===== config.mk =====
export PLATFORM = sky130hd
export DESIGN_NAME = pc_seq_ctrl_flat
export DESIGN_NICKNAME = d
export VERILOG_FILES = /design/src/rtl/pc_seq_ctrl_if.sv /design/src/rtl/pc_seq_ctrl.sv /design/src/flat_wrapper.sv
export SDC_FILE = /design/constraint.sdc
export NUM_CORES = 1
export LEC_CHECK = 0
export CORE_UTILIZATION = 35
export DETAILED_ROUTE_END_ITERATION = 10
export GPL_TIMING_DRIVEN = 1
export SLEW_MARGIN = 20
export SYNTH_ARGS = -nofsm -noshare
export SYNTH_HDL_FRONTEND = slang
export SYNTH_SLANG_ARGS = --single-unit

===== constraint.sdc =====
create_clock -name clk -period 4.85 [get_ports clk]
set_input_delay 0.7275 -clock clk [delete_from_list [all_inputs] [get_ports clk]]
set_output_delay 0.7275 -clock clk [all_outputs]
set_load 0.01 [all_outputs]

===== src/rtl/pc_seq_ctrl_if.sv =====
// Fetch-side bundle: instruction-memory request/response and the decode handshake.
interface pc_seq_ctrl_if #(
  parameter int unsigned XLEN = 32
);
  logic            imem_req;
  logic [XLEN-1:0] imem_addr;
  logic            imem_ack;
  logic [XLEN-1:0] imem_rdata;
  logic            ins_valid;
  logic            ins_ready;
  logic [XLEN-1:0] ins_out;
  logic [XLEN-1:0] ins_pc;

  modport master (
    output imem_req, imem_addr, ins_valid, ins_out, ins_pc,
    input  imem_ack, imem_rdata, ins_ready
  );

  modport slave (
    input  imem_req, imem_addr, ins_valid, ins_out, ins_pc,
    output imem_ack, imem_rdata, ins_ready
  );
endinterface


===== src/rtl/pc_seq_ctrl.sv =====
// Fetch sequencer owning the architectural PC: issues instruction-memory requests,
// hands words to decode, and arbitrates sequential advance, redirects and trap entry.
module pc_seq_ctrl #(
  parameter int unsigned XLEN     = 32,
  parameter logic [XLEN-1:0] RESET_PC = '0
) (
  input  logic            clk,
  input  logic            nreset,
  input  logic            ena,
  input  logic            redir_valid,
  input  logic [XLEN-1:0] redir_pc,
  input  logic            trap_valid,
  input  logic [XLEN-1:0] trap_vec,
  pc_seq_ctrl_if.master   bus,
  output logic            flush,
  output logic            misalign_exc,
  output logic [XLEN-1:0] misalign_addr,
  output logic [XLEN-1:0] fetch_cnt
);

  typedef enum logic [1:0] {IDLE, REQ, HOLD, DROP} state_t;

  state_t          state;
  logic [XLEN-1:0] pc;

  logic            aligned_c;
  logic            take_c;
  logic            misal_c;
  logic            handshake_c;
  logic [XLEN-1:0] target_c;
  logic [XLEN-1:0] pc_inc_c;

  // Trap wins over a branch; a misaligned branch target is reported, not taken.
  assign aligned_c   = (redir_pc[1:0] == 2'b00);
  assign take_c      = trap_valid | (redir_valid & aligned_c);
  assign misal_c     = redir_valid & ~trap_valid & ~aligned_c;
  assign target_c    = trap_valid ? (trap_vec & ~XLEN'(3)) : redir_pc;
  assign pc_inc_c    = pc + XLEN'(4);
  assign handshake_c = bus.ins_valid & bus.ins_ready;

  always_ff @(posedge clk) begin
    if (!nreset) begin
      state         <= IDLE;
      pc            <= RESET_PC;
      bus.imem_req  <= 1'b0;
      bus.imem_addr <= RESET_PC;
      bus.ins_valid <= 1'b0;
      bus.ins_out   <= '0;
      bus.ins_pc    <= '0;
      flush         <= 1'b0;
      misalign_exc  <= 1'b0;
      misalign_addr <= '0;
      fetch_cnt     <= '0;
    end else begin
      flush        <= take_c;
      misalign_exc <= misal_c;
      if (misal_c) begin
        misalign_addr <= redir_pc;
      end
      if (handshake_c) begin
        fetch_cnt <= fetch_cnt + XLEN'(1);
      end
      if (take_c) begin
        pc            <= target_c;
        bus.ins_valid <= 1'b0;
      end

      case (state)
        IDLE: begin
          if (!take_c && ena) begin
            state         <= REQ;
            bus.imem_req  <= 1'b1;
            bus.imem_addr <= pc;
          end
        end

        REQ: begin
          if (!bus.imem_req) begin
            // Gap cycle after a redirect that collided with an ack: re-issue at the new pc.
            bus.imem_req <= 1'b1;
            if (take_c) begin
              bus.imem_addr <= target_c;
            end
          end else if (bus.imem_ack) begin
            bus.imem_req <= 1'b0;
            if (take_c) begin
              bus.imem_addr <= target_c;
            end else begin
              bus.ins_out   <= bus.imem_rdata;
              bus.ins_pc    <= pc;
              bus.ins_valid <= 1'b1;
              pc            <= pc_inc_c;
              state         <= HOLD;
            end
          end else if (take_c) begin
            state <= DROP;
          end
        end

        HOLD: begin
          if (take_c || handshake_c) begin
            bus.ins_valid <= 1'b0;
            state         <= ena ? REQ : IDLE;
            bus.imem_req  <= ena;
            bus.imem_addr <= take_c ? target_c : pc;
          end
        end

        DROP: begin
          // Wrong-path request stays on the bus until the memory answers.
          if (bus.imem_ack) begin
            state         <= ena ? REQ : IDLE;
            bus.imem_req  <= ena;
            bus.imem_addr <= take_c ? target_c : pc;
          end
        end

        default: state <= IDLE;
      endcase
    end
  end

endmodule


===== src/flat_wrapper.sv =====
// flat-port wrapper written by rule: the top's interface ports become plain ports
module pc_seq_ctrl_flat 
#(
  parameter int unsigned XLEN     = 32,
  parameter logic [XLEN-1:0] RESET_PC = '0
)
  (clk, nreset, ena, redir_valid, redir_pc, trap_valid, trap_vec, flush, misalign_exc, misalign_addr, fetch_cnt, bus_imem_req, bus_imem_addr, bus_ins_valid, bus_ins_out, bus_ins_pc, bus_imem_ack, bus_imem_rdata, bus_ins_ready);
  pc_seq_ctrl_if #(.XLEN(XLEN)) bus_i ();
  input  logic clk;
  input  logic nreset;
  input  logic ena;
  input  logic redir_valid;
  input  logic [XLEN-1:0] redir_pc;
  input  logic trap_valid;
  input  logic [XLEN-1:0] trap_vec;
  output logic flush;
  output logic misalign_exc;
  output logic [XLEN-1:0] misalign_addr;
  output logic [XLEN-1:0] fetch_cnt;
  output wire logic [$bits(bus_i.imem_req)-1:0] bus_imem_req;
  output wire logic [$bits(bus_i.imem_addr)-1:0] bus_imem_addr;
  output wire logic [$bits(bus_i.ins_valid)-1:0] bus_ins_valid;
  output wire logic [$bits(bus_i.ins_out)-1:0] bus_ins_out;
  output wire logic [$bits(bus_i.ins_pc)-1:0] bus_ins_pc;
  input wire logic [$bits(bus_i.imem_ack)-1:0] bus_imem_ack;
  input wire logic [$bits(bus_i.imem_rdata)-1:0] bus_imem_rdata;
  input wire logic [$bits(bus_i.ins_ready)-1:0] bus_ins_ready;
  assign bus_imem_req = bus_i.imem_req;
  assign bus_imem_addr = bus_i.imem_addr;
  assign bus_ins_valid = bus_i.ins_valid;
  assign bus_ins_out = bus_i.ins_out;
  assign bus_ins_pc = bus_i.ins_pc;
  assign bus_i.imem_ack = bus_imem_ack;
  assign bus_i.imem_rdata = bus_imem_rdata;
  assign bus_i.ins_ready = bus_ins_ready;
  pc_seq_ctrl #(.XLEN(XLEN), .RESET_PC(RESET_PC)) u_core (.clk(clk), .nreset(nreset), .ena(ena), .redir_valid(redir_valid), .redir_pc(redir_pc), .trap_valid(trap_valid), .trap_vec(trap_vec), .bus(bus_i), .flush(flush), .misalign_exc(misalign_exc), .misalign_addr(misalign_addr), .fetch_cnt(fetch_cnt));
endmodule

* After elaboration in Yosys (flattened, before gate mapping)
Index checks and enable logic that the tools add are counted.
** Cells by class
- Mux-type cells :: 34
- Reductions and logical operators :: 9
- Equality and inequality tests :: 10
- $add $sub $neg :: 2
- Bitwise gates (word level) :: 8
** Operator list (count)
- 32-bit 2-to-1 mux :: 12
- 32-bit one-hot mux with 4 select lines :: 1
- 32-bit by 1-bit adder with 32-bit output, second input constant :: 1
- 32-bit by 3-bit adder with 32-bit output, second input constant :: 1
- 2-bit 2-to-1 mux :: 7
- 1-bit 2-to-1 mux :: 11
- 2-bit one-hot mux with 4 select lines :: 1
- 4-bit AND reduction :: 2
- 2-bit by 1-bit inequality test with 1-bit output, second input constant :: 3
- 3-bit inequality test, second input constant :: 2
- 6-bit AND reduction :: 1
- 1-bit bitwise AND :: 4
- 2-bit equality test, second input constant :: 2
- 2-bit logical NOT :: 2
- 1-bit one-hot mux with 4 select lines :: 1
- 3-bit by 2-bit inequality test with 1-bit output, second input constant :: 1
- 1-bit inverter :: 3
- 3-bit AND reduction :: 1
- 2-bit by 1-bit equality test with 1-bit output, second input constant :: 1
- 2-bit inequality test, second input constant :: 1
- 1-bit one-hot mux with 2 select lines :: 1
- 1-bit logical AND :: 1
- 1-bit logical NOT :: 1
- 1-bit logical OR :: 1
- 1-bit bitwise OR :: 1
** Storage, ports and cells
- Output and inout port bits :: 164
- Logic and storage cells :: 74
- Input port bits :: 103
- Bits in registers :: 198

* Depth between registers and ports, before layout
- Depth after elaboration :: 8
- Depth in mapped cells :: 10
- Mapped depth without buffers :: 7

* Worst setup path after synthesis
OpenSTA, ideal clock, no wires.
- Kind :: input to register
- Start :: input bus_imem_ack
- End :: register u_core.pc[28]
- Buffers on the path :: 1
- Path slack :: 2.586 ns
- Cell stages on the path :: 6
- Required time :: 4.764 ns
- Arrival time :: 2.179 ns
- Cell sequence :: buf_2 > nand4_4 > or3_4 > nor3_1 > mux2_2 > a211oi_1
** On the way
- Cells in the longest elaborated chain, start to end :: 3
** RTL lines
- from (decl) :: RTL line flat_wrapper.sv:25 : input wire logic [$bits(bus_i.imem_ack)-1:0] bus_imem_ack;
- 32-bit 2-to-1 mux :: RTL line pc_seq_ctrl.sv:84 : end else if (bus.imem_ack) begin
- 32-bit 2-to-1 mux :: RTL line pc_seq_ctrl.sv:78 : if (!bus.imem_req) begin
- 32-bit 2-to-1 mux :: RTL line pc_seq_ctrl.sv:68 : case (state)
- to (signal assigned) :: RTL line pc_seq_ctrl.sv:64 : pc <= target_c;
- to (signal assigned) :: RTL line pc_seq_ctrl.sv:92 : pc <= pc_inc_c;
- to (decl) :: RTL line pc_seq_ctrl.sv:24 : logic [XLEN-1:0] pc;
No other way between the ends.
A chain may end at the register's enable or synchronous reset.

* Final worst setup path
- Start :: input bus_imem_ack
- End :: register u_core.pc[25]
The elaborated chain is that of the path after synthesis.

==> metrics.md <==
| Metric | Value |
|---|---|
| Unrepaired setup endpoints after global routing | `no` |
| YS warnings | `0` |
| Vias/cell | `5.03` |
| Hold_ws | `455 ps` |
| Clk slew on worst S/H paths | `80 ps` |
| Initial Utilization | `a little over a third` |
| CTS HTree Levels | `4` |
| Syn nets | `1141` |
| Peak VDD IR | `approximately 0.19 mV` |
| Total number of vias | `7981` |
| Leakage | `4.05 nW` |
| Final-stage net count | `about 1400` |
| I/O Pins | `between 200 and 300` |
| CTS Sinks | `198` |
| Crit path launch type | `primary input` |
| Resize count post-CTS | `0` |
| Remaining global-route overflow | `0` |
| Filler Cell Count | `2255` |
| Number of max-cap violations | `0` |
| Initial antenna violation count | `0` |
| Post-synth top flop | `dfxtp_1` |
| Vias in the first global route | `around 7400` |
| Initial DRT Pass Iterations | `4` |
| Maximum root-to-sink buffer count | `2` |
| Area leader, netlist | `dfxtp_1` |
| Multi-input logic area | `4300 µm²` |
| I/O Buffers | `264` |
| Slowest cell on crit path | `clkdlybuf4s50_1` |
| Synth top area share | `46.2%` |
| Seq cells post-synth | `198` |
| Asr flop ratio synth | `0%` |
| First-pass GRT wire length | `about 42000 µm` |
| Diodes inserted | `0` |
| DP Cell Count | `1554` |
| Max Fclk | `around 330 MHz` |
| Crit-path max cell delay | `a little over 700 ps` |
| CP max FO | `11` |
| Endpoints failing setup | `0` |
| Die W | `159 µm` |
| Sequential share of the synthesized area | `between 40 and 50%` |
| Status | `finished clean` |
| Core Rows | `56` |
| Final WL | `27100 µm` |
| Layout cells sized above 1 | `7.73%` |
| Final Max Slew Viols | `0` |
| Synth area leaders | `dfxtp_1, nand2_1, a21oi_1` |
| Tightest Pin Transition | `983 ps` |
| Netlist cell types | `53` |
| Clock skew | `~10 ps` |
| GR Util All Layers | `21.5%` |
| Critical Path AT | `3290 ps` |
| CTS buffer count | `17` |
| Die Height | `159 µm` |
| Remaining DRCs | `0` |
| Setup_tns | `0 ps` |
| Detail Route Antenna Nets | `0` |
| Cts hold-fix bufs | `0` |
| Largest net degree at the start of global routing | `99` |
| Worst Hold Class | `reg -> reg` |
| Top cells by count, synth | `nand2_1, dfxtp_1, a21oi_1` |
| Post-synth EDFFs | `0` |
| Crit end category | `flip-flop` |
| CP Cell Sequence | `clkdlybuf4s50_1 > and3_1 > nand4_1 > o31a_1 > o21ai_0 > a21oi_1` |
| Syn Area/Cell | `8.34 µm²` |
| Max transition margin | `between 30% and 40%` |
| PwrDens | `376 nW/µm²` |
| DP Wirelength | `about 19000 µm` |
| Clock root buffer | `clkbuf_16` |
| Cell Area, Synth | `8590 µm²` |
| Count leader, synth | `nand2_1` |
| Post-synthesis cell count | `1030` |
| Routed wire per std cell | `between 15 and 20 µm` |
| GP Congestion | `0.810` |
| Core ar. | `23800 µm²` |
| Area Overhead vs Synth | `40.7%` |
| Register area | `3960 µm²` |
| Crit path time final | `3010 ps` |
| Number of post-CTS setup repair buffers | `0` |
| Final Non-Filler Cells | `1586` |
| WS Path Type | `in -> reg` |
| Hold Fails Final Rpt | `0` |
| Period utilisation layout | `62.0%` |
| CTS tree | `done` |
| DIE AREA | `about 25000 µm²` |
| Worst EP required | `5130 ps` |
| Clk_lat worst skew | `430 ps` |
| Detailed Route Iter0 Violations | `517` |
worst max-delay path, delay by kind of cell:
family | cells | cell delay, ps
AOI/OAI and AO/OA | 3 | 690
and+or+nand+nor | 2 | 1140
buffers and inverters | 1 | 720
flip-flops by register name, summed over array words and instances (netlist names):
signal,flops
u_core.bus.ins_valid,1
u_core.misalign_addr,32
u_core.bus.ins_out,32
u_core.fetch_cnt,32
u_core.bus.imem_req,1
u_core.bus.ins_pc,32
u_core.bus.imem_addr,32
u_core.state,2
u_core.misalign_exc,1
u_core.pc,32
u_core.flush,1
layer usage:
layer / global-route usage [%] / vias up / share of wire, %
li1: - / 4028 / -
met1: 29.2 / 3743 / 46
met2: 34.6 / 187 / 48
met3: 4.52 / 23 / 5.1
met4: 4.99 / 0 / 1.2
met5: 0 / - / 0
worst paths after layout:
kind / start / endpoint / slack, ps / depth (start not counted)
max: bus_imem_ack / u_core.pc[25] / 1840 / 6
min: u_core.misalign_addr[24] / u_core.misalign_addr[24] / 460 / 2
max reg2reg: u_core.state[1] / u_core.pc[25] / 1980 / 7
min reg2reg: u_core.misalign_addr[24] / u_core.misalign_addr[24] / 460 / 2
cells in the final DEF, fill, tap and decap left out, types with 12 or more instances in the layout:
cell type and instances:
a211oi_1 36, clkdlybuf4s50_1 263, nand2_1 223, nor2_1 74
inv_1 15, nand4_1 18, o21ai_0 29, mux2_2 32
xor2_1 25, nand3_1 23, xnor2_1 24, a21oi_1 129
buf_4 12, clkbuf_16 17, a22oi_1 32, dfxtp_1 198
area by class of cell:
cell class	count	share of cell area [%]
clock buffers	17	3.52
multi-input cells	745	35.6
clock inverters	15	1.68
flip-flops and latches	198	32.8
well taps	319	3.30
inverters	16	0.539
repair buffers	276	22.6
power breakdown:
group	internal (mW)	leakage (nW)	switching (mW)
sequential	1.79	1.61	0.122
combinational	0.526	2.14	0.560
clock	0.838	0.304	0.702
total	3.15	4.05	1.38
kinds of logic after synthesis:
| family | share of synthesized area, % |
|---|---|
| buf+inv | 4.25 |
| simple gates | 21.5 |
| compound gates | 17.5 |
| flops | 46.2 |
| fa+ha+maj | 1.17 |
| mux | 4.43 |
| xor+xnor | 5.00 |
per-stage QoR:
step,power [mW],cell area (µm²),worst slack (ps),util (%)
2_1_floorplan,2.52,8590,2590,-
3_3_place_gp,3.03,11500,1450,48.2
3_5_place_dp,3.04,11500,1420,48.2
4_1_cts,4.58,12100,1870,50.9
5_1_grt,4.76,12100,1690,50.9
6_report,4.54,12100,1840,50.9
Power figures use the tool's default switching activity.
